--- config.mk ---
export PLATFORM = sky130hd
export DESIGN_NAME = banco_scanner_flat
export DESIGN_NICKNAME = d
export VERILOG_FILES = /design/src/rtl/banco_scanner_if.sv /design/src/rtl/banco_scanner.sv /design/src/flat_wrapper.sv
export SDC_FILE = /design/constraint.sdc
export NUM_CORES = 1
export LEC_CHECK = 0
export CAP_MARGIN = 30
export CORE_ASPECT_RATIO = 0.7
export CORE_MARGIN = 1.5
export CORE_UTILIZATION = 44
export CTS_CLUSTER_SIZE = 14
export DETAILED_ROUTE_END_ITERATION = 10
export PLACE_DENSITY = 0.87
export SLEW_MARGIN = 20
export SYNTH_ARGS = -nofsm -noshare
export SYNTH_HDL_FRONTEND = slang
export SYNTH_SLANG_ARGS = --single-unit
--- constraint.sdc ---
create_clock -name clock -period 3.8 [get_ports clock]
set_input_delay 0.38 -clock clock [delete_from_list [all_inputs] [get_ports clock]]
set_output_delay 0.38 -clock clock [all_outputs]
set_load 0.01 [all_outputs]
--- src/rtl/banco_scanner_if.sv ---
// Debug-side control, banco read/write ports and dumped-item stream of banco_scanner.
// master = scanner side, slave = board debug logic together with banco.
interface banco_scanner_if #(
    parameter int size = 32
);
    logic            start;
    logic            mode;
    logic [4:0]      first_reg;
    logic [4:0]      last_reg;
    logic [size-1:0] fill_value;
    logic [4:0]      Read1;
    logic [size-1:0] Data1;
    logic [4:0]      WriteReg;
    logic [size-1:0] WriteData;
    logic            RegWrite;
    logic [size-1:0] out_data;
    logic [4:0]      out_index;
    logic            out_valid;
    logic            out_ready;
    logic            busy;
    logic            done;

    modport master (
        input  start, mode, first_reg, last_reg, fill_value, Data1, out_ready,
        output Read1, WriteReg, WriteData, RegWrite, out_data, out_index,
               out_valid, busy, done
    );

    modport slave (
        output start, mode, first_reg, last_reg, fill_value, Data1, out_ready,
        input  Read1, WriteReg, WriteData, RegWrite, out_data, out_index,
               out_valid, busy, done
    );
endinterface

--- src/rtl/banco_scanner.sv ---
// Walks a register range of banco: dump (2 cycles/reg, SEND stalls on out_ready) or fill (1 cycle/reg).
// All outputs registered; start is only seen in IDLE, done pulses one cycle at job end.
module banco_scanner #(
    parameter int size = 32
) (
    input  logic              clock,
    input  logic              reset_n,
    banco_scanner_if.master   bus
);
    typedef enum logic [2:0] {IDLE, READ, SEND, WRITE, DONE} state_t;

    state_t          state_q, state_d;
    logic [4:0]      cur_q, cur_d;
    logic [4:0]      last_q, last_d;
    logic [size-1:0] fill_q, fill_d;
    logic [size-1:0] out_data_q, out_data_d;
    logic [4:0]      out_index_q, out_index_d;
    logic            out_valid_q, out_valid_d;
    logic            reg_write_q, reg_write_d;
    logic            busy_q, busy_d;
    logic            done_q, done_d;

    always_ff @(posedge clock or negedge reset_n) begin
        if (!reset_n) begin
            state_q     <= IDLE;
            cur_q       <= '0;
            last_q      <= '0;
            fill_q      <= '0;
            out_data_q  <= '0;
            out_index_q <= '0;
            out_valid_q <= 1'b0;
            reg_write_q <= 1'b0;
            busy_q      <= 1'b0;
            done_q      <= 1'b0;
        end else begin
            state_q     <= state_d;
            cur_q       <= cur_d;
            last_q      <= last_d;
            fill_q      <= fill_d;
            out_data_q  <= out_data_d;
            out_index_q <= out_index_d;
            out_valid_q <= out_valid_d;
            reg_write_q <= reg_write_d;
            busy_q      <= busy_d;
            done_q      <= done_d;
        end
    end

    always_comb begin
        state_d     = state_q;
        cur_d       = cur_q;
        last_d      = last_q;
        fill_d      = fill_q;
        out_data_d  = out_data_q;
        out_index_d = out_index_q;
        out_valid_d = out_valid_q;
        reg_write_d = reg_write_q;
        busy_d      = busy_q;
        done_d      = 1'b0;
        unique case (state_q)
            IDLE: begin
                busy_d = 1'b0;
                if (bus.start) begin
                    cur_d  = bus.first_reg;
                    last_d = bus.last_reg;
                    fill_d = bus.fill_value;
                    busy_d = 1'b1;
                    if (bus.mode) begin
                        state_d     = WRITE;
                        reg_write_d = 1'b1;
                    end else begin
                        state_d = READ;
                    end
                end
            end
            READ: begin
                out_data_d  = bus.Data1;
                out_index_d = cur_q;
                out_valid_d = 1'b1;
                state_d     = SEND;
            end
            SEND: begin
                if (bus.out_ready) begin
                    out_valid_d = 1'b0;
                    if (cur_q == last_q) begin
                        state_d = DONE;
                        done_d  = 1'b1;
                    end else begin
                        cur_d   = cur_q + 5'd1;
                        state_d = READ;
                    end
                end
            end
            WRITE: begin
                // banco commits WriteReg=cur at this edge; the 5-bit add wraps 31 to 0
                if (cur_q == last_q) begin
                    reg_write_d = 1'b0;
                    state_d     = DONE;
                    done_d      = 1'b1;
                end else begin
                    cur_d = cur_q + 5'd1;
                end
            end
            DONE: begin
                busy_d  = 1'b0;
                state_d = IDLE;
            end
            default: state_d = IDLE;
        endcase
    end

    assign bus.Read1     = cur_q;
    assign bus.WriteReg  = cur_q;
    assign bus.WriteData = fill_q;
    assign bus.RegWrite  = reg_write_q;
    assign bus.out_data  = out_data_q;
    assign bus.out_index = out_index_q;
    assign bus.out_valid = out_valid_q;
    assign bus.busy      = busy_q;
    assign bus.done      = done_q;
endmodule
--- src/flat_wrapper.sv ---
// flat-port wrapper written by rule: the top's interface ports become plain ports
module banco_scanner_flat 
#(
    parameter int size = 32
)
  (clock, reset_n, bus_start, bus_mode, bus_first_reg, bus_last_reg, bus_fill_value, bus_Data1, bus_out_ready, bus_Read1, bus_WriteReg, bus_WriteData, bus_RegWrite, bus_out_data, bus_out_index, bus_out_valid, bus_busy, bus_done);
  banco_scanner_if #(.size(size)) bus_i ();
  input  logic clock;
  input  logic reset_n;
  input wire logic [$bits(bus_i.start)-1:0] bus_start;
  input wire logic [$bits(bus_i.mode)-1:0] bus_mode;
  input wire logic [$bits(bus_i.first_reg)-1:0] bus_first_reg;
  input wire logic [$bits(bus_i.last_reg)-1:0] bus_last_reg;
  input wire logic [$bits(bus_i.fill_value)-1:0] bus_fill_value;
  input wire logic [$bits(bus_i.Data1)-1:0] bus_Data1;
  input wire logic [$bits(bus_i.out_ready)-1:0] bus_out_ready;
  output wire logic [$bits(bus_i.Read1)-1:0] bus_Read1;
  output wire logic [$bits(bus_i.WriteReg)-1:0] bus_WriteReg;
  output wire logic [$bits(bus_i.WriteData)-1:0] bus_WriteData;
  output wire logic [$bits(bus_i.RegWrite)-1:0] bus_RegWrite;
  output wire logic [$bits(bus_i.out_data)-1:0] bus_out_data;
  output wire logic [$bits(bus_i.out_index)-1:0] bus_out_index;
  output wire logic [$bits(bus_i.out_valid)-1:0] bus_out_valid;
  output wire logic [$bits(bus_i.busy)-1:0] bus_busy;
  output wire logic [$bits(bus_i.done)-1:0] bus_done;
  assign bus_i.start = bus_start;
  assign bus_i.mode = bus_mode;
  assign bus_i.first_reg = bus_first_reg;
  assign bus_i.last_reg = bus_last_reg;
  assign bus_i.fill_value = bus_fill_value;
  assign bus_i.Data1 = bus_Data1;
  assign bus_i.out_ready = bus_out_ready;
  assign bus_Read1 = bus_i.Read1;
  assign bus_WriteReg = bus_i.WriteReg;
  assign bus_WriteData = bus_i.WriteData;
  assign bus_RegWrite = bus_i.RegWrite;
  assign bus_out_data = bus_i.out_data;
  assign bus_out_index = bus_i.out_index;
  assign bus_out_valid = bus_i.out_valid;
  assign bus_busy = bus_i.busy;
  assign bus_done = bus_i.done;
  banco_scanner #(.size(size)) u_core (.clock(clock), .reset_n(reset_n), .bus(bus_i));
endmodule
Word-level counts from Yosys, hierarchy flattened
Index checks and enable logic that the tools add are counted.
Widths: inputs -> output; s select.
{"block": "classes", "n_addsub": 1, "eq_ne": 9, "n_mux": 21, "n_reduce_logical": 10}
{"op": "$mux 5", "count": 3}
{"op": "$pmux 5 s3", "count": 1}
{"op": "$mux 3", "count": 4}
{"op": "$pmux 3 s4", "count": 1}
{"op": "$pmux 1 s2", "count": 4}
{"op": "$mux 1", "count": 7}
{"op": "$eq 3x2->1 const B", "count": 2}
{"op": "$ne 2x2->1 const B", "count": 3}
{"op": "$reduce_and 3->1", "count": 2}
{"op": "$reduce_bool 2->1", "count": 3}
{"op": "$add 5x1->5 const B", "count": 1}
{"op": "$eq 5x5->1", "count": 1}
{"op": "$reduce_and 2->1", "count": 2}
{"op": "$reduce_and 4->1", "count": 1}
{"op": "$eq 3x1->1 const B", "count": 1}
{"op": "$eq 3x3->1 const B", "count": 1}
{"op": "$logic_not 3->1", "count": 1}
{"op": "$reduce_bool 3->1", "count": 1}
{"op": "$mux 2", "count": 1}
{"op": "$ne 2x1->1 const B", "count": 1}
{"block": "word_totals", "register_bits": 86, "in_bits": 79, "output_inout_bits": 83, "wordCells": 51}

Depth between registers and ports, before layout
{"block": "depth", "ltp_word": 4, "mapped_depth": 6, "mapped_depth_nobuf": 5}

Worst setup path before layout
No wires, ideal clock.
{"block": "synth_path", "path_kind": "flip-flop to flip-flop", "startpoint": "reg u_core.state_q[0]", "endpoint": "reg u_core.cur_q[1] (netlist: u_core.bus.Read1[1])", "setup_ps": 127, "arrival_ps": 1572, "required_time_ps": 3673, "setup_slack_ps": 2100, "stages_incl_launch_ff": 7, "path_buffers": 1, "synth_period_minus_slack_ps": 1700, "path_cell_list": "dfrtp_1 > buf_2 > nor4b_4 > o21ba_2 > a21o_1 > inv_2 > mux2_1"}
{"block": "synth_between", "elab_chain_cells": 3, "elab_cells_between_ends": 8, "cone_classes": "4 x eq/ne; 1 x mux; 3 x reduce/logical"}
{"element": "from (decl)", "line_no": "banco_scanner.sv:12", "rtl": "state_t state_q, state_d;"}
{"element": "from (signal assigned)", "line_no": "banco_scanner.sv:36", "rtl": "state_q <= state_d;"}
{"element": "$eq 3x2->1 / $logic_not 3->1 (equally long branches)", "line_no": "banco_scanner.sv:60", "rtl": "unique case (state_q)"}
{"element": "$ne 2x2->1 (no source line) / $reduce_bool 3->1 (equally long branches)"}
{"element": "$reduce_and 3->1 (no source line)"}
{"element": "to (signal assigned)", "line_no": "banco_scanner.sv:37", "rtl": "cur_q <= cur_d;"}
{"element": "to (decl)", "line_no": "banco_scanner.sv:13", "rtl": "logic [4:0] cur_q, cur_d;"}
Several ways; a longest one is shown, not always the timed one.
A chain may end at the register's enable or synchronous reset.

Final worst setup path
{"block": "layout_path", "startpoint": "reg u_core.cur_q[1] (netlist: u_core.bus.Read1[1])", "endpoint": "reg u_core.cur_q[1] (netlist: u_core.bus.Read1[1])"}
{"block": "layout_between", "elab_chain_cells": 4, "elab_cells_between_ends": 5, "cone_classes": "1 x add/sub; 1 x eq/ne; 3 x mux"}
{"element": "$add 5x1->5 / $eq 5x5->1 (equally long branches)"}
{"element": "$mux 5 (*)", "line_no": "banco_scanner.sv:85, banco_scanner.sv:96"}
{"element": "$mux 5", "line_no": "banco_scanner.sv:83", "rtl": "if (bus.out_ready) begin"}
{"element": "$pmux 5 s3 (*)", "line_no": "banco_scanner.sv:60"}
Mark *: on every way between the ends. The rest lies on a longest branch, timed or not. The select of a mux whose other input is x is not followed.

==> impl_metrics.json <==
{
  "fin_tns_setup_ps": 0,
  "layout-drive-gt1-share_pct": 24.1,
  "fp.dieArea_um2": 8400,
  "min_path_type": "input pin to async pin",
  "synth_cell_types": 32,
  "cts_htree_levels": 3,
  "ctsHoldBuffers": 0,
  "setup_slack_ps": 1880,
  "cp_max_fo": 7,
  "place.gp.congestion": 0.843,
  "max-clock-path-buffers": 2,
  "crit_arrival_ps": 2140,
  "final_util_pct": 71.0,
  "syn_to_final_growth_pct": 53.0,
  "synth_seq_cells": 86,
  "finClkSkew_ps": 7.50,
  "powerDensity_nw_per_um2": 821,
  "synthCells": 232,
  "synthArstFlopShare_pct": 100,
  "core_area_um2": 7450,
  "wirelength_um": 8210,
  "die_w_um": 109,
  "top_layer_used": "met4",
  "antenna_found_initial": 0,
  "final_common_cell": "clkdlybuf4s50_1",
  "drc": 0,
  "wl_met2_um": 3930,
  "initial_utilization_pct": 46.4,
  "antenna_left": 0,
  "rsz0062_at_grt": "no",
  "totalPowerFinal_mw": 4.34,
  "synth-main-ff-cell": "dfrtp_1",
  "dp_hpwl_um": 6090,
  "dieHeight_um": 77.1,
  "setup_viol": 0,
  "grt_pass1_wl_um": 13100,
  "start_kind": "flip-flop",
  "hold_viol_final": 0,
  "power_switching_mw": 1.42,
  "wl_met1_um": 3310,
  "fin_nets": 471,
  "root_buffer": "clkbuf_8",
  "p_comb_share_pct": 48.8,
  "seq_power_share_pct": 38.7,
  "postCtsResizedCells": 0,
  "swShare_pct": 32.7,
  "grt_overflow": 0,
  "synth_nets": 312,
  "ioPinCount": 162,
  "finalCriticalPeriod_ps": 1920,
  "yosys_warnings": 0,
  "tightest_slew_ps": 738,
  "dr.pass1.iters": 4,
  "synth_area_leaders": "dfrtp_1 62%, mux2_2 24%, buf_2 1.4%",
  "crit_type": "flip-flop to flip-flop",
  "synth-seq-area-share_pct": 62.3,
  "final_cell_count_no_fill": 493,
  "port_buffers": 161,
  "dp.cells": 478,
  "avgViaCountPerCell": 5.02,
  "cts_buffers": 9,
  "fp-row-count": 26,
  "slew-limit-headroom_pct": 50.7,
  "track_usage_pct": 20.5,
  "max_cap_violations": 0,
  "max_freq_mhz": 522,
  "first_iter_violations": 96,
  "synth_enable_flop_cells": 0,
  "place_ws_ps": 1640,
  "vias": 2477,
  "n_antenna_cell": 0,
  "syn_avg_cell_area_um2": 14.9,
  "whs_ps": 21.3,
  "yosysTopAreaCellShare_pct": 62.3,
  "outcome": "finished clean",
  "leakage_nw": 2.20,
  "cts.sinks": 86,
  "cts_tree": "done",
  "design_area_um2": 5290,
  "layout.cells.most_common_list": "160 x clkdlybuf4s50_1, 86 x dfrtp_1, 74 x mux2_2, 9 x clkbuf_8",
  "yosys.area.top_type": "dfrtp_1",
  "grt_max_degree": 45,
  "wire_per_inst_um": 16.7,
  "netlist_area_um2": 3450,
  "cts_setup_buffers": 0,
  "slew_violations": 0,
  "worstSetupEndpointType": "flip-flop",
  "post-route-period-util_pct": 50.4,
  "p_int_mw": 2.92,
  "clockPowerShare_pct": 12.5,
  "clk_pin_slew_ps": 80,
  "worstPathRequired_ps": 4020,
  "grt_pass1_vias": 2623,
  "place_area_um2": 5130,
  "dr_wl_met3_um": 832,
  "vdd_drop_max_uv": 370,
  "clk-insertion-delay-late_ps": 340
}
state kept, by name (all words and copies together), names as in the netlist:
| register | count |
|---|---|
| u_core.bus.WriteData | 32 |
| u_core.bus.out_data | 32 |
| u_core.bus.Read1 | 5 |
| u_core.bus.out_index | 5 |
| u_core.last_q | 5 |
| u_core.state_q | 3 |
| u_core.bus.RegWrite | 1 |
| u_core.bus.busy | 1 |
| u_core.bus.done | 1 |
| u_core.bus.out_valid | 1 |
worst max-delay path: stages (launching register included):
cell and delay [ps]:
dfrtp_1 500, xor2_1 200, nor3_1 480, a21o_1 230, inv_2 70, mux2_1 320
power groups by stage:
stage               Sequential (mW)  Combinational, mW  Clock [mW]
finish                         1.68               2.12       0.542
global route                   1.75               2.27       0.602
CTS                            1.69               2.14       0.559
detailed placement             1.70               2.14           0
global placement               1.67               2.08           0
floorplan                      1.83              0.858           0
layer usage:
layer / global-route usage (%) / up-vias
met5: 0 / -
met4: 6.45 / 0
li1: - / 1142
met2: 33.6 / 119
met3: 8.84 / 14
met1: 24.0 / 1202
worst paths after layout:
check,from,end,slack (ps),cells past startpoint
worst min register to register,u_core.bus.WriteData[28],u_core.bus.WriteData[28],510,1
worst max register to register,u_core.bus.Read1[1],u_core.bus.Read1[1],1880,5
min in group clock,u_core.bus.WriteData[28],u_core.bus.WriteData[28],510,1
worst min-delay path,reset_n,u_core.bus.out_data[28],20,1
worst max-delay path,u_core.bus.Read1[1],u_core.bus.Read1[1],1880,5
max in group asynchronous,reset_n,u_core.bus.RegWrite,3160,2
area by class of cell:
type                    instances  area [um2]
clock buffers                  11         131
clock inverters                 4        25.0
fillers                       539        2160
inverters                       2        7.51
multi-input cells             128        1200
flip-flops and latches         86        2150
well taps                      98         123
repair buffers                164        1640
cells in the mapped netlist (all sizes together) (3+ instances only):
master,number
o21ai,3
nor2,6
a21oi,4
a2bb2oi,3
buf,15
nand2,6
xor2,5
nand3,3
nor3b,3
dfrtp,86
mux2,75
kinds of logic after synthesis:
group	after synthesis	share of synthesized area, %
buffers and inverters	18	2.86
multiplexers	75	24.4
AO/OA/AOI/OAI	21	4.35
flip-flops	86	62.3
adder cells (fa/ha/maj)	1	0.362
XOR/XNOR	5	1.27
AND/OR/NAND/NOR	26	4.42
No activity file was read; power rests on OpenSTA's default activity.
